## src/rtl/ssp_tx_serializer_p_if.sv

```systemverilog
// Word handshake between the TX FIFO side and the SSP transmit serializer.
// The master offers a word with its bit order; the slave signals when its holding register is empty.
interface ssp_tx_serializer_p_if #(
    parameter int DATA_WIDTH = 8
);
    logic [DATA_WIDTH-1:0] i_TXDATA;
    logic                  i_TX_VALID;
    logic                  i_LSB_FIRST;
    logic                  o_TX_READY;

    modport master (
        output i_TXDATA,
        output i_TX_VALID,
        output i_LSB_FIRST,
        input  o_TX_READY
    );

    modport slave (
        input  i_TXDATA,
        input  i_TX_VALID,
        input  i_LSB_FIRST,
        output o_TX_READY
    );
endinterface

```

## src/rtl/ssp_tx_serializer_p.sv

```systemverilog
// TI-style SSP transmit serializer: FSS pulse then DATA_WIDTH bits, back-to-back via a one-word holding register.
// Define SSP_TX_PARITY_EN to append an even-parity bit after the data bits of every frame.
module ssp_tx_serializer_p #(
    parameter int DATA_WIDTH = 8,
    parameter int CLK_DIV    = 2
) (
    input  logic                  i_PCLK,
    input  logic                  i_CLEAR,
    ssp_tx_serializer_p_if.slave  tx_if,
    output logic                  o_SSPCLKOUT,
    output logic                  o_SSPFSSOUT,
    output logic                  o_SSPTXD,
    output logic                  o_SSPOE_B,
    output logic                  o_BUSY
);

    localparam int HALF  = CLK_DIV / 2;
    localparam int DIV_W = (HALF > 1) ? $clog2(HALF) : 1;
    localparam int CNT_W = $clog2(DATA_WIDTH);

    typedef enum logic [2:0] {
        ST_IDLE   = 3'd0,
        ST_FSYNC  = 3'd1,
        ST_SHIFT  = 3'd2,
`ifdef SSP_TX_PARITY_EN
        ST_PARITY = 3'd4,
`endif
        ST_TAIL   = 3'd3
    } state_t;

    // Serial clock divider
    logic [DIV_W-1:0] r_div_cnt;
    logic             r_sclk;
    logic             w_div_end;
    logic             w_rise;
    logic             w_fall;

    assign w_div_end = (r_div_cnt == DIV_W'(HALF - 1));
    assign w_rise    = w_div_end & ~r_sclk;
    assign w_fall    = w_div_end &  r_sclk;

    // NOTE: flops use non-blocking assignments so every register samples pre-edge values.
    always_ff @(posedge i_PCLK or posedge i_CLEAR) begin
        if (i_CLEAR) begin
            r_div_cnt <= '0;
            r_sclk    <= 1'b0;
        end else if (w_div_end) begin
            r_div_cnt <= '0;
            r_sclk    <= ~r_sclk;
        end else begin
            r_div_cnt <= r_div_cnt + DIV_W'(1);
        end
    end

    // Holding register
    logic                  r_hold_full;
    logic [DATA_WIDTH-1:0] r_hold_data;
    logic                  r_hold_lsb;
    logic                  w_load;

    always_ff @(posedge i_PCLK or posedge i_CLEAR) begin
        if (i_CLEAR) begin
            r_hold_full <= 1'b0;
            r_hold_data <= '0;
            r_hold_lsb  <= 1'b0;
        end else if (w_load) begin
            r_hold_full <= 1'b0;
        end else if (tx_if.i_TX_VALID && !r_hold_full) begin
            r_hold_full <= 1'b1;
            r_hold_data <= tx_if.i_TXDATA;
            r_hold_lsb  <= tx_if.i_LSB_FIRST;
        end
    end

    assign tx_if.o_TX_READY = ~r_hold_full;

    // Frame FSM and shift datapath
    state_t                r_state;
    logic [DATA_WIDTH-1:0] r_shreg;
    logic                  r_lsb;
    logic [CNT_W-1:0]      r_cnt;
    logic                  r_fss;
    logic                  r_txd;
    logic                  r_data_on;
    logic                  r_oe_b;
`ifdef SSP_TX_PARITY_EN
    logic                  r_par;
    logic                  w_par_nxt;
`endif

    state_t                w_state_nxt;
    logic [DATA_WIDTH-1:0] w_shreg_nxt;
    logic                  w_lsb_nxt;
    logic [CNT_W-1:0]      w_cnt_nxt;
    logic                  w_fss_nxt;
    logic                  w_txd_nxt;
    logic                  w_data_on_nxt;
    logic                  w_eof;
    logic                  w_head_bit;
    logic [DATA_WIDTH-1:0] w_shreg_adv;

    // Bit leaving the shift register next, and the register after it has gone.
    assign w_head_bit  = r_lsb ? r_shreg[0] : r_shreg[DATA_WIDTH-1];
    assign w_shreg_adv = r_lsb ? {1'b0, r_shreg[DATA_WIDTH-1:1]}
                               : {r_shreg[DATA_WIDTH-2:0], 1'b0};

    // NOTE: every combinational output gets a default first, so no path can infer a latch.
    always_comb begin
        w_state_nxt   = r_state;
        w_shreg_nxt   = r_shreg;
        w_lsb_nxt     = r_lsb;
        w_cnt_nxt     = r_cnt;
        w_fss_nxt     = r_fss;
        w_txd_nxt     = r_txd;
        w_data_on_nxt = r_data_on;
        w_eof         = 1'b0;
        w_load        = 1'b0;
`ifdef SSP_TX_PARITY_EN
        w_par_nxt     = r_par;
`endif

        case (r_state)
            ST_IDLE: begin
                w_load = w_rise & r_hold_full;
            end
            ST_FSYNC: begin
                if (w_rise) begin
                    w_fss_nxt     = 1'b0;
                    w_txd_nxt     = w_head_bit;
                    w_shreg_nxt   = w_shreg_adv;
                    w_cnt_nxt     = CNT_W'(1);
                    w_data_on_nxt = 1'b1;
                    w_state_nxt   = ST_SHIFT;
                end
            end
            ST_SHIFT: begin
                if (w_rise) begin
                    w_txd_nxt     = w_head_bit;
                    w_shreg_nxt   = w_shreg_adv;
                    w_data_on_nxt = 1'b1;
                    if (r_cnt == CNT_W'(DATA_WIDTH - 1)) begin
                        w_cnt_nxt = '0;
`ifdef SSP_TX_PARITY_EN
                        w_state_nxt = ST_PARITY;
`else
                        w_eof = 1'b1;
`endif
                    end else begin
                        w_cnt_nxt = r_cnt + CNT_W'(1);
                    end
                end
            end
`ifdef SSP_TX_PARITY_EN
            ST_PARITY: begin
                if (w_rise) begin
                    w_txd_nxt = r_par;
                    w_eof     = 1'b1;
                end
            end
`endif
            ST_TAIL: begin
                if (w_rise) begin
                    w_txd_nxt     = 1'b0;
                    w_data_on_nxt = 1'b0;
                    w_state_nxt   = ST_IDLE;
                end
            end
            default: begin
                w_state_nxt = ST_IDLE;
                w_cnt_nxt   = '0;
            end
        endcase

        // The last bit's tick doubles as the next frame's FSS when a word is already waiting.
        if (w_eof) begin
            if (r_hold_full) begin
                w_load = 1'b1;
            end else begin
                w_state_nxt = ST_TAIL;
            end
        end

        if (w_load) begin
            w_fss_nxt   = 1'b1;
            w_shreg_nxt = r_hold_data;
            w_lsb_nxt   = r_hold_lsb;
            w_cnt_nxt   = '0;
            w_state_nxt = ST_FSYNC;
`ifdef SSP_TX_PARITY_EN
            w_par_nxt   = ^r_hold_data;
`endif
        end
    end

    always_ff @(posedge i_PCLK or posedge i_CLEAR) begin
        if (i_CLEAR) begin
            r_state   <= ST_IDLE;
            r_shreg   <= '0;
            r_lsb     <= 1'b0;
            r_cnt     <= '0;
            r_fss     <= 1'b0;
            r_txd     <= 1'b0;
            r_data_on <= 1'b0;
`ifdef SSP_TX_PARITY_EN
            r_par     <= 1'b0;
`endif
        end else begin
            r_state   <= w_state_nxt;
            r_shreg   <= w_shreg_nxt;
            r_lsb     <= w_lsb_nxt;
            r_cnt     <= w_cnt_nxt;
            r_fss     <= w_fss_nxt;
            r_txd     <= w_txd_nxt;
            r_data_on <= w_data_on_nxt;
`ifdef SSP_TX_PARITY_EN
            r_par     <= w_par_nxt;
`endif
        end
    end

    // Output enable follows the data line half a serial period late, on fall ticks only.
    always_ff @(posedge i_PCLK or posedge i_CLEAR) begin
        if (i_CLEAR) begin
            r_oe_b <= 1'b1;
        end else if (w_fall) begin
            r_oe_b <= ~r_data_on;
        end
    end

    assign o_SSPCLKOUT = r_sclk;
    assign o_SSPFSSOUT = r_fss;
    assign o_SSPTXD    = r_txd;
    assign o_SSPOE_B   = r_oe_b;
    assign o_BUSY      = (r_state != ST_IDLE) | r_hold_full;

endmodule

```

## src/flat_wrapper.sv

```systemverilog
// flat-port wrapper written by rule: the top's interface ports become plain ports
module ssp_tx_serializer_p_flat 
#(
    parameter int DATA_WIDTH = 8,
    parameter int CLK_DIV    = 2
)
  (i_PCLK, i_CLEAR, o_SSPCLKOUT, o_SSPFSSOUT, o_SSPTXD, o_SSPOE_B, o_BUSY, tx_if_i_TXDATA, tx_if_i_TX_VALID, tx_if_i_LSB_FIRST, tx_if_o_TX_READY);
  ssp_tx_serializer_p_if #(.DATA_WIDTH(DATA_WIDTH)) tx_if_i ();
  input  logic i_PCLK;
  input  logic i_CLEAR;
  output logic o_SSPCLKOUT;
  output logic o_SSPFSSOUT;
  output logic o_SSPTXD;
  output logic o_SSPOE_B;
  output logic o_BUSY;
  input wire logic [$bits(tx_if_i.i_TXDATA)-1:0] tx_if_i_TXDATA;
  input wire logic [$bits(tx_if_i.i_TX_VALID)-1:0] tx_if_i_TX_VALID;
  input wire logic [$bits(tx_if_i.i_LSB_FIRST)-1:0] tx_if_i_LSB_FIRST;
  output wire logic [$bits(tx_if_i.o_TX_READY)-1:0] tx_if_o_TX_READY;
  assign tx_if_i.i_TXDATA = tx_if_i_TXDATA;
  assign tx_if_i.i_TX_VALID = tx_if_i_TX_VALID;
  assign tx_if_i.i_LSB_FIRST = tx_if_i_LSB_FIRST;
  assign tx_if_o_TX_READY = tx_if_i.o_TX_READY;
  ssp_tx_serializer_p #(.DATA_WIDTH(DATA_WIDTH), .CLK_DIV(CLK_DIV)) u_core (.i_PCLK(i_PCLK), .i_CLEAR(i_CLEAR), .tx_if(tx_if_i), .o_SSPCLKOUT(o_SSPCLKOUT), .o_SSPFSSOUT(o_SSPFSSOUT), .o_SSPTXD(o_SSPTXD), .o_SSPOE_B(o_SSPOE_B), .o_BUSY(o_BUSY));
endmodule
```

## config.mk

```make
export PLATFORM = sky130hd
export DESIGN_NAME = ssp_tx_serializer_p_flat
export DESIGN_NICKNAME = d
export VERILOG_FILES = /design/src/rtl/ssp_tx_serializer_p_if.sv /design/src/rtl/ssp_tx_serializer_p.sv /design/src/flat_wrapper.sv
export SDC_FILE = /design/constraint.sdc
export NUM_CORES = 1
export LEC_CHECK = 0
export ABC_AREA = 0
export ABC_CLOCK_PERIOD_IN_PS = 1800
export BUFFER_PORTS_ARGS = -buffer_cell sky130_fd_sc_hd__buf_2
export CAP_MARGIN = 20
export CORE_MARGIN = 4
export CORE_UTILIZATION = 50
export DETAILED_ROUTE_END_ITERATION = 12
export GPL_ROUTABILITY_DRIVEN = 0
export PLACE_DENSITY = 0.79
export SYNTH_ARGS = -nofsm -noshare
export SYNTH_HDL_FRONTEND = slang
export SYNTH_SLANG_ARGS = --single-unit
```

## constraint.sdc

```tcl
create_clock -name i_PCLK -period 1.8 [get_ports i_PCLK]
set_input_delay 0.27 -clock i_PCLK [delete_from_list [all_inputs] [get_ports i_PCLK]]
set_output_delay 0.27 -clock i_PCLK [all_outputs]
set_load 0.005 [all_outputs]
```

==> metrics.txt <==
status=finished, final reports clean; initial antenna violation count=0; post-detailed-route count of antenna-violating nets=0; Multi-input gate area=722 µm²; share of cells above drive strength 1=35.6%; layer with the highest usage=met2; crit path time final=1.75 ns; Max clock buf depth=2; Syn Nets=roughly 150; end-of-flow core utilization=61.7%; Synth area leaders=dfrtp_1 (47%), mux2_2 (7.3%), nor2b_1 (3.7%); Lkg Pwr=roughly 0.73 nW; CP arrival=between 1 and 1.5 ns; Clock Sinks=30; syn_area_per_cell=about 11 µm²; Clock Skew=0.00730 ns; Critical Path Fanout Max=2; Layout Nets=176; headroom to the max-slew limit=63.1%; post-synthesis sequential area ratio=48.8%; Die Y=approximately 64 µm; post-synthesis instance area=1540 µm²; total negative slack=0 ns; drt pass-1 iters=4; crit share post-route=97.0%; # fillers=219; GRT Util Overall=approximately 17%; initial drt markers=23; peak supply drop=approximately 0.0008 V; Synth Instances=135; die area=4030 µm²; CTS tree=built; ant diodes=0; number of global-route vias before repair=1170; met2 Use GR=28.4%; CTS Hold Bufs=0; largest net degree at the start of global routing=31; post-DP HPWL=2220 µm; CP Capture Type=output port; vias after detailed routing=1149; CP required=1.53 ns; met3 Use GR=6.57%; first-pass GRT wire length=5290 µm; Crit Path Class=register to output port; Area growth syn-to-layout=14.2%; flops & latches, synth=30; worst-margin pin slew=~0.55 ns; max incr delay on CP=0.42 ns; CTS root buf=clkbuf_4; WL/cell=15.6 µm; overflow left after global routing=0; core area=2850 µm²; cell taking the most area after synthesis=dfrtp_1; TritonCTS Buffers=5; Initial Utilization=between 50 and 60%; drt via density=slightly below 6; worst path cell trace=or3_4 > or2_4 > buf_2; CTS HTree Levels=2; min-delay worst type=input port to async pin; Slew Viols, Final=0; M1 GR Usage=around 20%; final WL=3030 µm; crit start category=register; DRC=0; maximum clock frequency=about 0.57 GHz; Distinct cells, synth=40; Ports=18; IO buf count=17; clock slew at reported path FFs=0.09 ns; Pwr Density=994 nW/µm²; Fin. Hold Viols=0; CP max stage cell=dfrtp_2; FF/Latch Area=756 µm²; Worst-Skew Late Latency=0.32 ns; # rows=19; Max Cap Viol=0; Setup-failing EPs final=0; unrepaired setup endpoints after global routing=no; top cell type's share of synthesized area=47.1%; Ys Warns=0; die extent in x=63.5 µm
[cell type report]
| class | count | area share (%) |
|---|---|---|
| clock buffers | 7 | 3.13 |
| clock inverters | 1 | 0.284 |
| inverters | 4 | 0.853 |
| multi-input cells | 93 | 41.0 |
| flip-flops and latches | 30 | 43.0 |
| well taps | 31 | 2.20 |
| repair buffers | 28 | 9.53 |
[worst max-delay path: cells and delay by family, from the launching register on]
family,cells,cell delay (ns)
buf+inv,1,0.12
simple gates,2,0.62
flops,1,0.42
[what timing repair did]
action,CTS,global route
pin swaps,1,0
endpoints found under the hold margin,0,0
setup buffers,2,0
endpoints found under the setup margin,1,1
resized for setup,3,2
[cells in the mapped netlist]
cell,instances
or4b_4,1
nor2_1,5
xnor2_1,2
nand2_4,1
nand4_1,1
ha_1,2
inv_1,4
or2_2,1
nor2_8,1
a21oi_1,7
mux2_2,10
nand3_1,6
o41ai_1,1
nor4b_4,1
buf_4,1
nand2_1,4
o21ai_0,6
buf_2,2
a211oi_1,2
mux2i_1,1
nand4b_1,1
dfrtp_1,29
o22a_2,1
nor2b_1,9
xor2_4,1
dfstp_2,1
o2111ai_1,1
o31ai_1,7
a2111oi_0,6
buf_6,3
nor3_1,3
clkbuf_1,2
conb_1,1
or3_1,1
nor4b_1,1
a31oi_1,3
nand2b_1,2
a22o_1,2
and2b_1,1
or2_4,1
[registers in the layout, indices dropped and copies added (netlist names)]
name / cells
u_core.r_lsb: 1
u_core.o_SSPOE_B: 1
u_core.o_SSPTXD: 1
u_core.r_cnt: 3
u_core.r_hold_data: 8
u_core.r_hold_lsb: 1
u_core.r_shreg: 8
u_core.o_SSPFSSOUT: 1
u_core.r_state: 3
u_core.r_hold_full: 1
u_core.r_data_on: 1
u_core.o_SSPCLKOUT: 1
[per-stage QoR]
| stage | setup WS [ns] | cell area, µm² | hold slack, ns | instances | power [mW] |
|---|---|---|---|---|---|
| after CTS | 0.0423 | 1750 | 0.0173 | 194 | 1.76 |
| after global routing | 0.00862 | 1760 | 0.0222 | 194 | 1.87 |
| after global placement | 0.276 | 1670 | 0.350 | 184 | 1.32 |
| after detailed placement | 0.207 | 1670 | 0.371 | 184 | 1.34 |
| after floorplan | 0.177 | 1540 | 0.360 | 135 | 1.22 |
| final | 0.0537 | 1760 | 0.0152 | 194 | 1.75 |
[where the power goes]
group          switching, mW  internal (mW)
clock network          0.216          0.189
logic                  0.161          0.208
registers              0.139          0.835
[final timing paths]
kind                              startpoint                    end  slack [ns]  cells past startpoint
max                        u_core.r_state[0]                 o_BUSY        0.05                      3
min                                  i_CLEAR      u_core.r_shreg[1]        0.02                      3
max reg2reg                  u_core.r_cnt[0]      u_core.r_shreg[2]        0.20                      5
min reg2reg                 u_core.r_data_on       u_core.o_SSPOE_B        0.42                      1
max in group asynchronous            i_CLEAR       u_core.o_SSPOE_B        1.47                      3
min in group i_PCLK        tx_if_i_TXDATA[0]  u_core.r_hold_data[0]        0.18                      2
[per-layer routing]
metal | share of wire (%) | routed length, µm
met2 | 50 | 1510
met4 | 1.1 | 32
met5 | 0 | 0
met3 | 6.1 | 184
met1 | 43 | 1300
[layout by cell type, fill, tap and decap left out, types with 3 or more instances in the layout]
cell type,count
dfrtp_1,26
buf_2,17
buf_4,11
mux2_2,10
nor2b_1,9
a21oi_1,7
o31ai_1,7
o21ai_0,6
a2111oi_0,6
nand3_1,6
nor2_1,5
clkbuf_4,5
inv_1,4
nand2_1,4
nor3_1,3
a31oi_1,3
dfrtp_2,3
[cells by family (layout without fill, tap and decap cells)]
group | Yosys count | count (layout) | share of synthesized area (%)
compound gates | 36 | 36 | 16.2
xor+xnor | 3 | 3 | 2.92
fa+ha+maj | 2 | 2 | 1.62
buf+inv | 12 | 40 | 4.79
flops | 30 | 30 | 48.8
mux | 11 | 11 | 7.96
other cells | 1 | 1 | 0.243
simple gates | 40 | 40 | 17.5
No activity file was read; power rests on OpenSTA's default activity.
